===== src/rtl/rom_dbg_arbiter_pkg.sv =====
// ---------------------------------------------------------------------------
// rom_dbg_arbiter_pkg
// Shared types and constants for the i4001 debug-port arbiter.
//   char_t / byte_t   : MCS-4 nibble and byte
//   dbg_addr_t        : 12-bit debug address, [11:8] ROM_ID, [7:0] byte addr
//   dbg_op_t          : latched command type
//   rom_dbg_state_t   : arbiter FSM states
//   Dbg_err_data      : read data returned on timeout
//   more_than_one()   : detects two or more set bits in a valid vector
// ---------------------------------------------------------------------------
package rom_dbg_arbiter_pkg;

    typedef logic [3:0] char_t;
    typedef logic [7:0] byte_t;
    typedef char_t [2:0] dbg_addr_t;

    typedef enum logic {
        DBG_RD = 1'b0,
        DBG_WR = 1'b1
    } dbg_op_t;

    typedef enum logic [2:0] {
        IDLE,
        ISSUE,
        WAIT,
        VERIFY_ISSUE,
        RESP
    } rom_dbg_state_t;

    localparam byte_t Dbg_err_data = 8'hFF;

    // x & (x-1) clears the lowest set bit; anything left means a collision.
    function automatic logic more_than_one(input logic [15:0] v);
        return (v & (v - 16'd1)) != 16'd0;
    endfunction

endpackage


===== src/rtl/rom_dbg_arbiter_rr_arbiter.sv =====
// ---------------------------------------------------------------------------
// rr_arbiter
// Combinational round-robin picker. Search starts at ptr+1 and wraps, so the
// requester granted last has the lowest priority next time.
// Ports:
//   req        in   NUM_REQ   request vector (already qualified by caller)
//   ptr        in   IDX_W     index of the most recent winner
//   grant      out  NUM_REQ   one-hot grant, zero when no request
//   grant_idx  out  IDX_W     index of the granted requester
//   grant_any  out  1         any request granted
// ---------------------------------------------------------------------------
module rr_arbiter
    import rom_dbg_arbiter_pkg::*;
#(
    parameter int NUM_REQ = 2
) (
    input  logic [NUM_REQ-1:0]         req,
    input  logic [$clog2(NUM_REQ)-1:0] ptr,
    output logic [NUM_REQ-1:0]         grant,
    output logic [$clog2(NUM_REQ)-1:0] grant_idx,
    output logic                       grant_any
);

    localparam int IDX_W = $clog2(NUM_REQ);

    always_comb begin
        grant     = '0;
        grant_idx = '0;
        grant_any = 1'b0;
        // First pass: indices above the pointer, in ascending order.
        for (int i = 0; i < NUM_REQ; i++) begin
            if (!grant_any && req[i] && (i > int'(ptr))) begin
                grant_any = 1'b1;
                grant[i]  = 1'b1;
                grant_idx = IDX_W'(i);
            end
        end
        // Second pass: wrap around to indices at or below the pointer.
        for (int i = 0; i < NUM_REQ; i++) begin
            if (!grant_any && req[i] && (i <= int'(ptr))) begin
                grant_any = 1'b1;
                grant[i]  = 1'b1;
                grant_idx = IDX_W'(i);
            end
        end
    end

endmodule


===== src/rtl/rom_dbg_arbiter.sv =====
// ---------------------------------------------------------------------------
// rom_dbg_arbiter
// Shares the i4001 debug port between NUM_REQ requesters. One command is in
// flight at a time; strobes are single-cycle and broadcast to every ROM.
// Read data from the chips is collected and returned as a tagged response;
// a missing ROM_ID times out, a duplicated ROM_ID is flagged as a collision.
//
// Optional build macro: ROM_DBG_WRITE_VERIFY_EN
//   When defined, every write is followed by a readback of the same address
//   and the write response carries the readback data and a mismatch flag.
//
// Ports:
//   clk, rst           clock, synchronous active-high reset
//   grant_en           new grants allowed (low while CPU fetch is protected)
//   req_valid/ready    per-requester handshake, ready is one-hot or zero
//   req_write          per-requester op, 1 = write
//   req_addr           per-requester 12-bit address, packed NUM_REQ x 12
//   req_wdata          per-requester write data, packed NUM_REQ x 8
//   rsp_valid          1-cycle response strobe
//   rsp_id/rdata/err   response tag, data and error flag
//   dbg_addr/wdata     broadcast address and write data
//   dbg_wen/ren        broadcast write/read strobes
//   dbg_rdata_in       per-chip read data, packed NUM_ROMS x 8
//   dbg_rdata_vld_in   per-chip read data valid
//
// State table:
//   IDLE         | waiting for a qualified request, grants combinationally
//   ISSUE        | one-cycle dbg_wen or dbg_ren with latched address/data
//   WAIT         | collecting chip responses, timer running
//   VERIFY_ISSUE | readback strobe after a write (verify build only)
//   RESP         | one-cycle tagged response to the requester
// ---------------------------------------------------------------------------
module rom_dbg_arbiter
    import rom_dbg_arbiter_pkg::*;
#(
    parameter int NUM_REQ  = 2,
    parameter int NUM_ROMS = 16,
    parameter int TIMEOUT  = 8
) (
    input  logic                       clk,
    input  logic                       rst,
    input  logic                       grant_en,
    input  logic [NUM_REQ-1:0]         req_valid,
    output logic [NUM_REQ-1:0]         req_ready,
    input  logic [NUM_REQ-1:0]         req_write,
    input  logic [NUM_REQ*12-1:0]      req_addr,
    input  logic [NUM_REQ*8-1:0]       req_wdata,
    output logic                       rsp_valid,
    output logic [$clog2(NUM_REQ)-1:0] rsp_id,
    output logic [7:0]                 rsp_rdata,
    output logic                       rsp_err,
    output logic [11:0]                dbg_addr,
    output logic [7:0]                 dbg_wdata,
    output logic                       dbg_wen,
    output logic                       dbg_ren,
    input  logic [NUM_ROMS*8-1:0]      dbg_rdata_in,
    input  logic [NUM_ROMS-1:0]        dbg_rdata_vld_in
);

    localparam int          IDX_W      = $clog2(NUM_REQ);
    localparam logic [7:0]  Timer_load = 8'(TIMEOUT);

    rom_dbg_state_t   state_q, state_nxt;
    logic [IDX_W-1:0] ptr_q, ptr_nxt;
    dbg_op_t          op_q, op_nxt;
    dbg_addr_t        addr_q, addr_nxt;
    byte_t            wdata_q, wdata_nxt;
    logic [IDX_W-1:0] id_q, id_nxt;
    logic [7:0]       timer_q, timer_nxt;
    byte_t            rdata_q, rdata_nxt;
    logic             err_q, err_nxt;

    logic [NUM_REQ-1:0] arb_req;
    logic [NUM_REQ-1:0] arb_grant;
    logic [IDX_W-1:0]   arb_idx;
    logic               arb_any;

    logic               sel_write;
    logic [11:0]        sel_addr;
    byte_t              sel_wdata;

    byte_t              vld_data;
    logic               vld_any;
    logic               vld_multi;

    // grant_en only gates new grants; an accepted command always completes.
    assign arb_req = req_valid & {NUM_REQ{grant_en}};

    rr_arbiter #(
        .NUM_REQ (NUM_REQ)
    ) u_rr_arbiter (
        .req       (arb_req),
        .ptr       (ptr_q),
        .grant     (arb_grant),
        .grant_idx (arb_idx),
        .grant_any (arb_any)
    );

    // Mux the winning requester's command fields.
    always_comb begin
        sel_write = 1'b0;
        sel_addr  = '0;
        sel_wdata = '0;
        for (int i = 0; i < NUM_REQ; i++) begin
            if (arb_grant[i]) begin
                sel_write = req_write[i];
                sel_addr  = req_addr[i*12 +: 12];
                sel_wdata = req_wdata[i*8 +: 8];
            end
        end
    end

    // OR of all flagged chips' data; equals the single chip's data when
    // exactly one responds.
    always_comb begin
        vld_data = '0;
        for (int i = 0; i < NUM_ROMS; i++) begin
            if (dbg_rdata_vld_in[i]) begin
                vld_data = vld_data | dbg_rdata_in[i*8 +: 8];
            end
        end
    end

    assign vld_any   = |dbg_rdata_vld_in;
    assign vld_multi = more_than_one(16'(dbg_rdata_vld_in));

    always_ff @(posedge clk) begin
        if (rst) begin
            state_q <= IDLE;
            ptr_q   <= IDX_W'(NUM_REQ - 1);
            op_q    <= DBG_RD;
            addr_q  <= '0;
            wdata_q <= '0;
            id_q    <= '0;
            timer_q <= '0;
            rdata_q <= '0;
            err_q   <= 1'b0;
        end else begin
            state_q <= state_nxt;
            ptr_q   <= ptr_nxt;
            op_q    <= op_nxt;
            addr_q  <= addr_nxt;
            wdata_q <= wdata_nxt;
            id_q    <= id_nxt;
            timer_q <= timer_nxt;
            rdata_q <= rdata_nxt;
            err_q   <= err_nxt;
        end
    end

    always_comb begin
        state_nxt = state_q;
        ptr_nxt   = ptr_q;
        op_nxt    = op_q;
        addr_nxt  = addr_q;
        wdata_nxt = wdata_q;
        id_nxt    = id_q;
        timer_nxt = timer_q;
        rdata_nxt = rdata_q;
        err_nxt   = err_q;

        req_ready = '0;
        rsp_valid = 1'b0;
        rsp_id    = '0;
        rsp_rdata = '0;
        rsp_err   = 1'b0;
        dbg_addr  = '0;
        dbg_wdata = '0;
        dbg_wen   = 1'b0;
        dbg_ren   = 1'b0;

        case (state_q)
            IDLE: begin
                // Ready is suppressed while in reset so nothing is handshaken
                // that the reset would then discard.
                if (arb_any && !rst) begin
                    req_ready = arb_grant;
                    op_nxt    = sel_write ? DBG_WR : DBG_RD;
                    addr_nxt  = sel_addr;
                    wdata_nxt = sel_wdata;
                    id_nxt    = arb_idx;
                    ptr_nxt   = arb_idx;
                    state_nxt = ISSUE;
                end
            end

            ISSUE: begin
                dbg_addr  = addr_q;
                dbg_wdata = wdata_q;
                dbg_wen   = (op_q == DBG_WR);
                dbg_ren   = (op_q == DBG_RD);
                if (op_q == DBG_WR) begin
`ifdef ROM_DBG_WRITE_VERIFY_EN
                    state_nxt = VERIFY_ISSUE;
`else
                    rdata_nxt = '0;
                    err_nxt   = 1'b0;
                    state_nxt = RESP;
`endif
                end else begin
                    timer_nxt = Timer_load;
                    state_nxt = WAIT;
                end
            end

`ifdef ROM_DBG_WRITE_VERIFY_EN
            VERIFY_ISSUE: begin
                dbg_addr  = addr_q;
                dbg_ren   = 1'b1;
                timer_nxt = Timer_load;
                state_nxt = WAIT;
            end
`endif

            WAIT: begin
                // Down-counter loaded with TIMEOUT: the wait gives up after
                // TIMEOUT+1 empty sample cycles.
                if (vld_any) begin
                    rdata_nxt = vld_data;
                    err_nxt   = vld_multi;
`ifdef ROM_DBG_WRITE_VERIFY_EN
                    if (op_q == DBG_WR) begin
                        err_nxt = vld_multi || (vld_data != wdata_q);
                    end
`endif
                    state_nxt = RESP;
                end else if (timer_q == 8'd0) begin
                    rdata_nxt = Dbg_err_data;
                    err_nxt   = 1'b1;
                    state_nxt = RESP;
                end else begin
                    timer_nxt = timer_q - 8'd1;
                end
            end

            RESP: begin
                rsp_valid = 1'b1;
                rsp_id    = id_q;
                rsp_rdata = rdata_q;
                rsp_err   = err_q;
                state_nxt = IDLE;
            end

            default: begin
                state_nxt = IDLE;
            end
        endcase
    end

endmodule

===== config.mk =====
export PLATFORM = sky130hd
export DESIGN_NAME = rom_dbg_arbiter
export DESIGN_NICKNAME = d
export VERILOG_FILES = /design/src/rtl/rom_dbg_arbiter_pkg.sv /design/src/rtl/rom_dbg_arbiter_rr_arbiter.sv /design/src/rtl/rom_dbg_arbiter.sv
export SDC_FILE = /design/constraint.sdc
export NUM_CORES = 1
export LEC_CHECK = 0
export CORE_MARGIN = 2
export CORE_UTILIZATION = 38
export DETAILED_ROUTE_END_ITERATION = 7
export PLACE_DENSITY = 0.88
export REMOVE_ABC_BUFFERS = 1
export SLEW_MARGIN = 20
export SYNTH_ARGS = -nofsm -noshare
export SYNTH_HDL_FRONTEND = slang
export SYNTH_SLANG_ARGS = --single-unit

===== constraint.sdc =====
create_clock -name clk -period 4.65 [get_ports clk]
set_input_delay 0.93 -clock clk [delete_from_list [all_inputs] [get_ports clk]]
set_output_delay 0.93 -clock clk [all_outputs]
set_load 0.02 [all_outputs]

==> impl_metrics.py, run 1 <==
metrics = {
    "clocking": {
        "post_cts_buffers": 0,
        "htreeDepth": 2,
        "cts_root_buf": "clkbuf_8",
        "path_clk_slew_ns": 0.08,
        "cts_resized": 0,
        "clk_latency_ns": 0.30,
        "clock_sinks": 43,
        "cts_tree": "built",
        "clock_path_buffers": 2,
        "cts_buffers": 5,
        "cts-hold-fix-buffers": 0,
    },
    "timing": {
        "setup_tns_ns": 0,
        "finalHoldWorstSlack_ns": 0.4738,
        "maxSlewViolCount": 0,
        "min_period_ns": 3.620,
        "fin_skew_ns": 0.01248,
        "finalSetupViolations": 0,
        "hold_viol": 0,
        "fin_ws_ns": 1.030,
        "fin_crit_sh_pct": 77.84,
        "worstMarginPinSlew_ns": 0.9803,
        "maxSlewHeadroom_pct": 34.51,
        "rsz0062_at_grt": "false",
        "max_freq_mhz": 276.3,
    },
    "place": {
        "port_buffers": 225,
        "place_hpwl_um": 11920,
        "place_area_sq_um": 5433,
        "gp_congestion": 0.9999,
        "place_ws_ns": 0.7340,
    },
    "floorplanning": {
        "core_area_sq_um": 7767,
        "start_util_pct": 39.22,
        "dieHeight_um": 93.54,
        "ios": 226,
        "num_rows": 32,
        "die_w_um": 93.54,
        "die-area_sq_um": 8750,
    },
    "drt": {
        "drt_pass1_iterations": 6,
        "drt_iter0_drc": 427,
        "wl_met2_um": 7198,
        "routed.top_layer": "met4",
        "via_count": 4276,
        "avgViaCountPerCell": 6.057,
        "detail_route.wl_per_cell_um": 21.19,
        "ant_nets": 0,
        "drcViolationCount": 0,
        "drt-total-wl_um": 14960,
        "wl_met3_um": 1476,
        "wl_met1_um": 5741,
    },
    "global_route": {
        "grt-ovfl-total": 0,
        "grt_max_degree": 39,
        "antenna_found_initial": 2,
        "grt_usage_pct": 32.50,
        "grt_pass1_vias": 4068,
        "grt_pass1_wl_um": 21790,
    },
    "worst_setup_path": {
        "cp-start-kind": "input port",
        "r2r_end": "state_q[2]",
        "path_common_cell": "or4_1",
        "r2r_cells": 5,
        "cp_cell_sequence": "clkdlybuf4s50_1 > buf_4 > or4_1 > or4_1 > o31a_1 > or4_1 > a21boi_0",
        "required_ns": 4.86,
        "end_kind": "flip-flop",
        "cp.arrival_ns": 3.83,
        "path_class": "input port to flip-flop",
        "timing.rr.start": "timer_q[2]",
        "cp_slowest_stage_delay_ns": 0.59,
        "path_delay_family": "simple AND/OR/NAND/NOR gates",
        "critPathMaxFanout": 13,
        "reg2reg_slack_ns": 2.43,
        "slowest_stage": "or4_1",
        "path_buf_inv": 2,
    },
    "synthesis": {
        "synth_area_sq_um": 3047,
        "ys_seq_elements": 43,
        "avgSynthCellArea_sq_um": 7.873,
        "synth_xor_area_share_pct": 0,
        "synth.distinct_cells": 46,
        "synth_edf_count": 0,
        "synthCells": 387,
        "synth_compound_area_share_pct": 37.82,
        "synth_area_leaders": "dfxtp_1 (28%), a221oi_1 (9.8%), a22o_1 (9.2%), and2_1 (6.6%), nand2_1 (4.4%)",
        "muxShareOfSynthArea_pct": 0.3285,
        "synth-seq-area-share_pct": 28.25,
        "synthFlopType": "dfxtp_1",
        "synth_top_cell_by_area": "dfxtp_1",
        "synthSimpleGateAreaFrac_pct": 26.86,
        "synthArstFlopShare_pct": 0,
        "yosysTopAreaCellShare_pct": 28.25,
        "synth_top_family_by_area": "compound AO/OA/AOI/OAI gates",
        "yosys_warnings": 0,
        "synth-adder-area-share_pct": 1.150,
    },
    "flow_run": {
        "max_cap_violations": 0,
    },
    "cells_and_area": {
        "design_area_sq_um": 5550,
        "fillCellCount": 603,
        "fin_nets": 794,
        "area.growth.synth_to_final_pct": 82.18,
        "drive_gt1_share_pct": 5.316,
    },
    "status": {
        "status": "finished, final reports clean",
    },
    "min_path": {
        "holdPathStages": 2,
        "hold_class": "flip-flop to flip-flop",
        "whs_endpoint": "rdata_q[2]",
        "min_from": "rdata_q[2]",
    },
    "pwr": {
        "p_leak_nw": 1.976,
        "p_per_area_nw_per_um2": 192.9,
        "peakVddDrop_uv": 118.3,
        "finalPower_mw": 1.070,
    },
}
==> power breakdown <==
group | switching (mW) | leakage (nW) | internal (mW) | total (mW)
logic | 0.153 | 1.57 | 0.225 | 0.378
clock network | 0.131 | 0.0581 | 0.160 | 0.291
registers | 0.0135 | 0.349 | 0.388 | 0.401
total | 0.298 | 1.98 | 0.773 | 1.07
==> state kept, by name (all words and copies together), names as in the netlist <==
signal	cells
state_q	3
ptr_q	1
err_q	1
wdata_q	8
timer_q	8
rdata_q	8
op_q	1
addr_q	12
id_q	1
==> routing by layer <==
| metal | global-route usage [%] | vias to the layer above |
|---|---|---|
| met4 | 14.13 | 0 |
| met5 | 0 | - |
| met2 | 54.92 | 296 |
| met1 | 39.66 | 1976 |
| li1 | - | 1967 |
| met3 | 7.091 | 37 |
==> how the worst max path moves through the flow <==
stage | startpoint | end | slack (ns) | depth (start not counted)
final | dbg_rdata_vld_in[5] | timer_q[5] | 1.03 | 7
after global routing | dbg_rdata_vld_in[5] | timer_q[5] | 0.88 | 7
after CTS | dbg_rdata_vld_in[5] | timer_q[5] | 1.05 | 7
after detailed placement | dbg_rdata_vld_in[5] | timer_q[4] | 0.73 | 7
after global placement | dbg_rdata_vld_in[2] | timer_q[7] | 0.84 | 7
after floorplan | rst | req_ready[1] | 1.17 | 3
==> area by class of cell <==
| type | count | area [sq um] | area share, % |
|---|---|---|---|
| Clock inverter | 3 | 43.79 | 0.7890 |
| Clock buffer | 5 | 68.82 | 1.240 |
| Antenna cell | 2 | 5.005 | 0.09017 |
| Multi-Input combinational cell | 301 | 2027 | 36.52 |
| Inverter | 6 | 22.52 | 0.4058 |
| Timing Repair Buffer | 244 | 2395 | 43.15 |
| Tap cell | 102 | 127.6 | 2.299 |
| Sequential cell | 43 | 860.8 | 15.51 |
==> cell usage in the layout, fill, tap and decap left out, types with 2 or more instances in the layout <==
master and n:
a211oi_1 11, a21boi_0 3, a21oi_1 4, a221oi_1 34, a222oi_1 13, a22o_1 32
a31oi_1 9, and2_1 32, buf_4 19, clkbuf_8 5, clkdlybuf4s50_1 225, dfxtp_1 43
diode_2 2, ha_1 2, inv_1 5, nand2_1 36, nand3_1 10, nand3b_1 3
nand4_1 9, nor2_1 29, nor3_1 13, nor3b_1 2, nor4_1 2, o21a_1 14
o21ai_0 5, o21bai_1 2, o31a_1 2, o31ai_1 3, or3_1 5, or4_1 9
==> Yosys cell counts, types with 9 or more instances <==
cell type	count
a221oi_1	34
nand4_1	9
nand2_1	36
nor2_1	29
a211oi_1	11
clkbuf_1	35
a22o_1	32
a222oi_1	13
and2_1	32
nand3_1	10
dfxtp_1	43
nor3_1	13
a31oi_1	9
or4_1	9
o21a_1	14
==> per-stage QoR <==
step           util, %  instances
3_5_place_dp     69.94        696
3_3_place_gp     69.94        696
2_1_floorplan        -        350
4_1_cts          71.39        704
6_report         71.46        706
5_1_grt          71.46        706
==> logic make-up (layout without fill, tap and decap cells) <==
logic type	count (synthesis)	count (layout)
AOI/OAI and AO/OA	141	141
DFF	43	43
adders and majority gates	3	3
muxes	1	1
and+or+nand+nor	156	156
other	0	2
buffers and inverters	43	258
==> worst reg2reg max path: stages (launching register included) <==
cell,delay (ns)
dfxtp_1,0.35
nor4_1,0.44
nor4bb_1,0.49
or4_1,0.27
nand2_1,0.24
a221oi_1,0.35
Note: power is estimated with default switching activity, not from simulation.
==> inputs of run 2 (changes only) <==
--- a/config.mk
+++ b/config.mk
@@ -6,9 +6,9 @@
 export NUM_CORES = 1
 export LEC_CHECK = 0
 export CORE_MARGIN = 2
-export CORE_UTILIZATION = 38
+export CORE_UTILIZATION = 35
 export DETAILED_ROUTE_END_ITERATION = 7
-export PLACE_DENSITY = 0.88
+export PLACE_DENSITY = 0.82
 export REMOVE_ABC_BUFFERS = 1
 export SLEW_MARGIN = 20
 export SYNTH_ARGS = -nofsm -noshare
==> constraint.sdc (replaced) <==
create_clock -name clk -period 3.7 [get_ports clk]
set_input_delay 0.74 -clock clk [delete_from_list [all_inputs] [get_ports clk]]
set_output_delay 0.74 -clock clk [all_outputs]
set_load 0.02 [all_outputs]
==> impl_metrics.py, run 2 (synthesized netlist as in run 1, its figures left out) <==
metrics = {
    "timing": {
        "fin_crit_sh_pct": 90.25,
        "hold_viol": 0,
        "rsz0062_at_grt": "false",
        "maxSlewHeadroom_pct": 49.30,
        "fin_ws_ns": 0.3607,
        "setup_tns_ns": 0,
        "fin_skew_ns": 0.007811,
        "finalSetupViolations": 0,
        "maxSlewViolCount": 0,
        "min_period_ns": 3.339,
        "max_freq_mhz": 299.5,
        "worstMarginPinSlew_ns": 0.7581,
    },
    "cells_and_area": {
        "final_cell_mix": "clkdlybuf4s50_1 (225), dfxtp_1 (43), nand2_1 (36)",
        "fillCellCount": 730,
        "largest_reg_flops": 12,
        "drive_gt1_share_pct": 5.620,
        "design_area_sq_um": 5548,
        "diodes": 0,
        "fin_nets": 797,
        "area.growth.synth_to_final_pct": 82.09,
        "largest-register": "addr_q",
        "final_common_cell": "clkdlybuf4s50_1",
    },
    "place": {
        "place_ws_ns": 0.05731,
        "place_area_sq_um": 5463,
        "gp_congestion": 0.9071,
        "place_hpwl_um": 11530,
        "port_buffers": 225,
    },
    "pwr": {
        "p_sw_share_pct": 28.53,
        "p_sw_mw": 0.3604,
        "p_int_mw": 0.9029,
        "peakVddDrop_uv": 148.1,
        "pwr-share-seq_pct": 39.9,
        "power.clock.fraction_pct": 22.8,
        "p_per_area_nw_per_um2": 227.7,
        "combPwrFrac_pct": 37.2,
        "p_leak_nw": 1.974,
    },
    "floorplanning": {
        "start_util_pct": 35.45,
        "die_w_um": 97.30,
        "core_area_sq_um": 8593,
        "dieHeight_um": 97.30,
        "num_rows": 34,
        "ios": 226,
        "die-area_sq_um": 9467,
    },
    "clocking": {
        "cts_resized": 0,
        "htreeDepth": 2,
        "cts-hold-fix-buffers": 0,
        "cts_tree": "built",
        "cts_root_buf": "clkbuf_8",
        "clock_path_buffers": 2,
        "clock_sinks": 43,
        "path_clk_slew_ns": 0.08,
        "cts_buffers": 5,
        "post_cts_buffers": 0,
        "clk_latency_ns": 0.29,
    },
    "min_path": {
        "min_from": "rdata_q[3]",
        "hold_class": "flip-flop to flip-flop",
        "holdPathStages": 2,
    },
    "worst_setup_path": {
        "slowest_stage": "or4_1",
        "cp_slowest_stage_delay_ns": 0.66,
        "path_delay_family": "simple AND/OR/NAND/NOR gates",
        "path_class": "input port to flip-flop",
        "required_ns": 3.92,
        "cp_cell_sequence": "clkdlybuf4s50_1 > or4_4 > or4_1 > o31a_1 > or4_1 > a21boi_0",
        "end_kind": "flip-flop",
        "critPathMaxFanout": 13,
        "r2r_cells": 5,
        "timing.rr.start": "timer_q[2]",
        "path_common_cell": "or4_1",
        "cp.depth": 6,
        "cp-start-kind": "input port",
        "path_buf_inv": 1,
        "critPathLaunch": "dbg_rdata_vld_in[1]",
        "cp.arrival_ns": 3.56,
    },
    "global_route": {
        "antenna_found_initial": 0,
        "grt_pass1_vias": 4329,
        "grt_max_degree": 39,
        "grt-ovfl-total": 0,
        "grt_usage_pct": 29.41,
        "grt_pass1_wl_um": 22530,
    },
    "drt": {
        "avgViaCountPerCell": 6.067,
        "via_count": 4326,
        "drt-total-wl_um": 14560,
        "drt_iter0_drc": 335,
        "detail_route.wl_per_cell_um": 20.42,
        "drcViolationCount": 0,
        "drt_pass1_iterations": 8,
        "ant_nets": 0,
    },
    "flow_run": {
        "max_cap_violations": 0,
    },
    "status": {
        "status": "finished, final reports clean",
    },
}
## run 2: cell types whose count changed in the layout (fill, tap and decap cells not counted), sizes merged
cell,change
clkinvlp,+1
bufinv,-1
buf,+3
clkinv,-1
diode,-2
clkbuf,+1
## run 2: worst paths after layout
kind                                    to  slack, ns
worst max-delay path            timer_q[5]       0.36
worst max register to register  state_q[2]       1.47
worst min register to register  rdata_q[3]       0.47
worst min-delay path            rdata_q[3]       0.47
## run 2: routing by layer
| metal | vias to the layer above | track usage (%) | wire length [um] | part of all wire [%] |
|---|---|---|---|---|
| met2 | 287 | 53.90 | 7329 | 50 |
| li1 | 1976 | - | - | - |
| met5 | - | 0 | 0 | 0 |
| met4 | 0 | 11.11 | 516 | 3.5 |
| met3 | 36 | 6.906 | 1380 | 9.5 |
| met1 | 2027 | 32.92 | 5335 | 37 |
## run 2: final cells by class
type | count | area (sq um) | area share [%]
Sequential cell | 43 | 860.8 | 15.52
Inverter | 6 | 22.52 | 0.4060
Clock inverter | 2 | 12.51 | 0.2255
Multi-Input combinational cell | 301 | 2027 | 36.54
Timing Repair Buffer | 247 | 2417 | 43.57
Tap cell | 108 | 135.1 | 2.436
Clock buffer | 6 | 72.57 | 1.308
## run 2: stage by stage
step | utilization [%] | hold WS (ns) | std cells | total power [mW]
3_5_place_dp | 63.57 | 0.4561 | 705 | 0.9789
4_1_cts | 64.56 | 0.4706 | 713 | 1.267
3_3_place_gp | 63.57 | 0.4532 | 705 | 0.9690
2_1_floorplan | - | 0.4314 | 350 | 0.6614
5_1_grt | 64.56 | 0.4981 | 713 | 1.323
6_report | 64.56 | 0.4693 | 713 | 1.263
## run 2: power groups by stage
stage / logic (mW) / registers [mW] / clock network, mW
after floorplan: 0.152 / 0.509 / 0
after global placement: 0.456 / 0.513 / 0
after detailed placement: 0.464 / 0.515 / 0
after CTS: 0.467 / 0.504 / 0.296
after global routing: 0.501 / 0.507 / 0.315
final: 0.470 / 0.505 / 0.289
## run 2: worst min-delay path: cells and delay by family, from the launching register on
family             cells  cell delay, ns
AOI/OAI and AO/OA      1            0.06
DFF                    1            0.31
and+or+nand+nor        1            0.05
